--- config.mk ---
export PLATFORM = sky130hd
export DESIGN_NAME = axi4_slave_multiplier
export DESIGN_NICKNAME = d
export VERILOG_FILES = /design/src/rtl/axi4_slave_multiplier.sv
export SDC_FILE = /design/constraint.sdc
export NUM_CORES = 2
export LEC_CHECK = 0
export CAP_MARGIN = 0
export CELL_PAD_IN_SITES_DETAIL_PLACEMENT = 0
export CELL_PAD_IN_SITES_GLOBAL_PLACEMENT = 1
export CORE_MARGIN = 1.5
export CORE_UTILIZATION = 47
export CTS_BUF_LIST = sky130_fd_sc_hd__clkbuf_16
export CTS_CLUSTER_DIAMETER = 50
export DETAILED_ROUTE_END_ITERATION = 12
export PLACE_DENSITY_LB_ADDON = 0.05
export SLEW_MARGIN = 40
export SYNTH_ARGS = -nofsm -noshare
export SYNTH_HDL_FRONTEND = slang
export SYNTH_SLANG_ARGS = --single-unit
--- constraint.sdc ---
create_clock -name clk -period 9.55 [get_ports clk]
set_input_delay 1.91 -clock clk [delete_from_list [all_inputs] [get_ports clk]]
set_output_delay 1.91 -clock clk [all_outputs]
set_load 0.1 [all_outputs]
--- src/rtl/axi4_slave_multiplier.sv ---
// axi4_slave_multiplier: AXI4-subset byte-burst responder for operand registers A/B and their product.
// Define AXI4_SLV_STRICT_LEN_EN to reject write bursts that are not exactly SZ/DSZ beats long.
module axi4_slave_multiplier #(
    parameter int SZ  = 32,
    parameter int ASZ = 2,
    parameter int DSZ = 8
) (
    input  logic              clk,
    input  logic              _rst,
    input  logic [ASZ-1:0]    awaddr,
    input  logic              awvalid,
    output logic              awready,
    input  logic [DSZ-1:0]    wdata,
    input  logic              wvalid,
    output logic              wready,
    input  logic              wlast,
    output logic              bresp,
    output logic              bvalid,
    input  logic              bready,
    input  logic [ASZ-1:0]    araddr,
    input  logic              arvalid,
    output logic              arready,
    output logic [DSZ-1:0]    rdata,
    output logic              rvalid,
    input  logic              rready,
    output logic              rlast,
    output logic              rresp,
    output logic [SZ-1:0]     a_o,
    output logic [SZ-1:0]     b_o,
    output logic [2*SZ-1:0]   res_o
);
    localparam int NB = SZ / DSZ;
    localparam int CW = $clog2(NB + 1);
    localparam int RW = $clog2(NB);

    typedef enum logic [1:0] {W_IDLE, W_DATA, W_RESP} wstate_t;
    typedef enum logic {R_IDLE, R_DATA} rstate_t;

    wstate_t        ws, ws_nxt;
    rstate_t        rs, rs_nxt;
    logic [ASZ-1:0] waddr;
    logic [CW-1:0]  wcnt;
    logic [RW-1:0]  rcnt;
    logic [SZ-1:0]  stage, stage_nxt, rsh, rword;
    logic           aw_hs, w_hs, b_hs, ar_hs, r_hs, err_now, commit_ok;

    assign awready   = ws == W_IDLE;
    assign wready    = ws == W_DATA;
    assign bvalid    = ws == W_RESP;
    assign arready   = rs == R_IDLE;
    assign rvalid    = rs == R_DATA;
    assign rresp     = rvalid;
    assign rlast     = rvalid && rcnt == RW'(NB - 1);
    assign rdata     = rsh[DSZ-1:0];
    assign aw_hs     = awvalid & awready;
    assign w_hs      = wvalid & wready;
    assign b_hs      = bvalid & bready;
    assign ar_hs     = arvalid & arready;
    assign r_hs      = rvalid & rready;
    assign commit_ok = !err_now && waddr < ASZ'(2);

`ifdef AXI4_SLV_STRICT_LEN_EN
    logic len_err;
    // sticky: any beat whose wlast disagrees with "this is beat NB" poisons the burst
    assign err_now = len_err | (wlast != (wcnt == CW'(NB - 1)));
    always_ff @(posedge clk or negedge _rst)
        if (!_rst) len_err <= 1'b0;
        else if (aw_hs) len_err <= 1'b0;
        else if (w_hs) len_err <= err_now;
`else
    assign err_now = 1'b0;
`endif

    // staging with the current beat merged in; beats past NB fall through untouched
    always_comb begin
        stage_nxt = stage;
        for (int k = 0; k < NB; k++)
            if (wcnt == CW'(k)) stage_nxt[k*DSZ +: DSZ] = wdata;
    end

    always_comb begin
        ws_nxt = aw_hs ? W_DATA : (w_hs && wlast) ? W_RESP : b_hs ? W_IDLE : ws;
        rs_nxt = ar_hs ? R_DATA : (r_hs && rlast) ? R_IDLE : rs;
        rword  = araddr == ASZ'(0) ? a_o : araddr == ASZ'(1) ? b_o :
                 araddr == ASZ'(2) ? res_o[SZ-1:0] : res_o[2*SZ-1:SZ];
    end

    always_ff @(posedge clk or negedge _rst)
        if (!_rst) begin
            ws    <= W_IDLE;
            waddr <= '0;
            wcnt  <= '0;
            stage <= '0;
            bresp <= 1'b0;
            a_o   <= '0;
            b_o   <= '0;
            res_o <= '0;
        end else begin
            ws    <= ws_nxt;
            res_o <= a_o * b_o;
            if (aw_hs) begin
                waddr <= awaddr;
                wcnt  <= '0;
                stage <= '0;
            end
            if (w_hs) begin
                stage <= stage_nxt;
                if (wcnt != CW'(NB)) wcnt <= wcnt + 1'b1;
            end
            if (w_hs && wlast) begin
                bresp <= commit_ok;
                if (commit_ok && waddr == ASZ'(0)) a_o <= stage_nxt;
                if (commit_ok && waddr == ASZ'(1)) b_o <= stage_nxt;
            end
            if (b_hs) bresp <= 1'b0;
        end

    always_ff @(posedge clk or negedge _rst)
        if (!_rst) begin
            rs   <= R_IDLE;
            rsh  <= '0;
            rcnt <= '0;
        end else begin
            rs <= rs_nxt;
            if (ar_hs) begin
                rsh  <= rword;
                rcnt <= '0;
            end else if (r_hs) begin
                rsh  <= rlast ? '0 : rsh >> DSZ;
                rcnt <= rcnt + 1'b1;
            end
        end
endmodule

==> run summary <==
Routability-driven placement finished with a final weighted congestion of 0.9145. Data on the critical path is required at its endpoint by 9.93 ns. The tools report the number of antenna violations at the first check in global routing as 8. The post-layout net count was 5,562. The count of final hold-check violations was 0. Clock-pin slew was measured on the worst setup and hold paths at 0.06 ns. The tools report the number of core rows as 108.

The most used flip-flop cell after synthesis is dfrtp_1. The detail-routed net length per standard cell is 23.10 microns, and the number of top-level pins is 164. The run gives 0 as the max-slew violation count.

The first global-routing pass estimated 197,900 microns of wire. The area growth from synthesis to layout is 6.990%. Between clock sinks in the finished design, the worst skew comes to 0.01378 ns. The critical path start-end classification was reg2reg. The path class of the tightest hold or removal check is reg2reg. TritonCTS created 23 clock buffers. Based on the critical path, the design can be clocked at up to 0.1207 GHz. The most area-hungry cell type in the Yosys netlist is fa_1. The y dimension of the die was 299.7 microns; the number of global-route vias before repair was 31,680. The area of the core region was 0.08702 sq mm. The cell area that synthesis handed to floorplanning was 0.04138 sq mm. The tools report the layout filler cell count as 8,406. The average instance in the mapped netlist occupies 9.516 sq um. The tools report the max-slew headroom at the worst pin as 42.52%. The number of gates resized after cts is 0, and the post-route antenna net violation count is 0. The chip width works out to 299.7 microns. On the critical path, the stage with the largest delay is an instance of dfrtp_1. The worst path buffer plus inverter count came out at 3. The top cell type by area accounts for 43.34% of the synthesized area. Traced cell by cell, the critical path runs through buf_4 -> and2_1 -> fa_1 -> fa_1 -> inv_1 -> fa_1 -> fa_1 -> inv_1 -> fa_1 -> fa_1 -> fa_1 -> fa_1 -> ha_1 -> a21oi_1 -> a21boi_0 -> a211oi_1 -> o21ai_0 -> a21oi_4 -> a21oi_2 -> a41oi_2 -> o31ai_2 -> and4_1 -> nor3_1. In the synthesized netlist, the number of instances is 4,349. The die covers 0.08984 sq mm.

Combined area of the multi-input logic cells: 0.03204 sq mm. At the pin with the least slew margin, the transition time is 0.8623 ns. The share of synthesized registers carrying an async set or reset was 100.0%; the summed negative setup slack over all endpoints was 0 ns.

After detailed routing, the number of remaining DRC violations is 0. The root buffer cell chosen for the clock tree is clkbuf_16. The length of the first detailed-routing pass in iterations was 5; the largest fanout on the critical path was 15.

The number of nets in the synthesized netlist is 5,534. Number of enable-type register cells in the synthesized netlist: 0. The worst setup path is captured at a register. After detailed routing, the total wire length is 128,200 microns. Once the floorplan was initialized, standard cells occupied 47.56% of the core.

Yosys attributes the largest share of cell area to fa_1, dfrtp_1, and2_1, ha_1, inv_1. The clock drives 203 sinks. The kind of cell with the highest combined delay along the critical path is adder cells. The final global-route overflow total came out at 0. The commonest cells after synthesis are fa_1, inv_1, and2_1. After synthesis, flip-flops and latches occupy 12.27% of the total area. For this run, the number of Yosys warnings is 0. The detailed-placement wirelength estimate is 103,600 microns. Setup repair after global routing left no endpoint under its margin. Cell with the most instances after synthesis: fa_1.

Global routing consumed, over all layers together, 29.49% of the routing resources. The clock reaches the later pin of the worst-skew pair after 0.51 ns. Dividing the final minimum period by the clock period gives 86.73%.

The worst setup path is launched from a register. The smallest clock period supported by the final layout is computed as 8.283 ns. Yosys mapped the design onto 63 distinct sky130hd cell types.

Across the run, the number of max-cap violations was 0. The synthesized design contains 203 register bits. In this run, post-CTS hold repair placed 0 buffers.

Buffers added to address setup during post-CTS repair amount to 0. Summing all flip-flop and latch instances after layout gives 0.005099 sq mm. Entering global routing, the biggest net connects 122 pins. TritonCTS built the clock tree. For this block, the initial DRC count from the detailed router was 1,773.

The arrival time reported for the critical path endpoint is 8.66 ns. The cell that appears most often on the critical path is fa_1. The fraction of layout cells with a size suffix above 1 was 8.379%. Number of levels the H-tree was split into: 1. On the worst path, the slowest cell contributes a delay of 0.83 ns.

The number of buffers added on ports was 163. For the count of endpoints failing setup in the final report, the log shows 0. The logs give 29,640 for the total via count after detailed routing and 3 for the maximum clock insertion buffer count. The run finished with clean final reports. Using the TritonRoute via totals, the vias-per-cell ratio works out to 5.343. Antenna cell count: 0.
[cell families after synthesis]
logic type,synth area share (%)
compound gates,4.910
xor+xnor,1.312
fa+ha+maj,51.48
buf+inv,10.38
flops,12.27
mux,3.199
simple gates,16.45
[sequential cells by signal, indices dropped and copies added (netlist names)]
name   flops
ws         2
rresp      1
stage     32
rcnt       2
b_o       32
a_o       32
wcnt       3
bresp      1
res_o     64
rsh       32
waddr      2
[final cells by class]
type	instances	share of cell area, %
well taps	1155	3.264
clock inverters	17	0.2091
clock buffers	23	1.300
inverters	863	7.316
multi-input cells	3011	72.35
flip-flops and latches	203	11.52
repair buffers	275	4.044
[final timing paths]
check,start,to,slack (ns),depth (start not counted)
max,a_o[9],res_o[63],1.27,23
min,rsh[22],rsh[22],0.48,2
max reg2reg,a_o[9],res_o[63],1.27,23
min reg2reg,rsh[22],rsh[22],0.48,2
max in group asynchronous,_rst,b_o[15],6.89,2
min in group asynchronous,_rst,bresp,1.40,1
[worst register-to-register path, cell delays in order, from the launching register on]
cell and delay [ns]:
dfrtp_1 0.83, buf_4 0.37, and2_1 0.19, fa_1 0.43, fa_1 0.51, inv_1 0.05
fa_1 0.46, fa_1 0.51, inv_1 0.05, fa_1 0.56, fa_1 0.45, fa_1 0.56
fa_1 0.48, ha_1 0.49, a21oi_1 0.17, a21boi_0 0.30, a211oi_1 0.08, o21ai_0 0.33
a21oi_4 0.08, a21oi_2 0.29, a41oi_2 0.26, o31ai_2 0.40, and4_1 0.24, nor3_1 0.05
[cells in the final DEF, fill, tap and decap left out, types with 11 or more instances in the layout]
master / synthesis / routed
a21o_1: 32 / 32
dfrtp_1: 203 / 188
nand4_1: 11 / 11
fa_1: 896 / 896
xnor2_1: 38 / 38
nand2_1: 574 / 574
clkbuf_16: 0 / 24
clkdlybuf4s50_1: 0 / 16
ha_1: 269 / 269
mux4_2: 32 / 32
inv_1: 862 / 866
nand3_1: 22 / 22
buf_2: 0 / 145
buf_4: 9 / 110
dfrtp_2: 0 / 15
a31oi_1: 14 / 14
o21bai_1: 17 / 17
and2_1: 605 / 604
nor2_1: 96 / 93
xor2_1: 24 / 24
a21oi_1: 137 / 136
and3_1: 11 / 11
o21ai_0: 87 / 87
mux2i_1: 58 / 58
[metrics by stage]
| step | utilization, % | setup slack, ns | instance area [sq um] | hold WS [ns] | cells |
|---|---|---|---|---|---|
| after floorplan | - | 1.777 | 41380 | 0.4492 | 4349 |
| after global placement | 50.89 | 1.273 | 44290 | 0.4648 | 5507 |
| after detailed placement | 50.09 | 1.330 | 43590 | 0.4705 | 5507 |
| after CTS | 50.86 | 1.291 | 44260 | 0.4836 | 5547 |
| after global routing | 50.88 | 0.9715 | 44280 | 0.5038 | 5547 |
| final | 50.88 | 1.267 | 44280 | 0.4825 | 5547 |
[per-layer routing]
metal | wire length, microns | GRT usage, %
met3 | 5705 | 2.226
met4 | 3317 | 6.578
met5 | 10 | 0
met1 | 55460 | 41.35
met2 | 63670 | 50.30
Power is not shown: default switching activity piles up to over one toggle a cycle in this logic, so the estimate is an artifact.
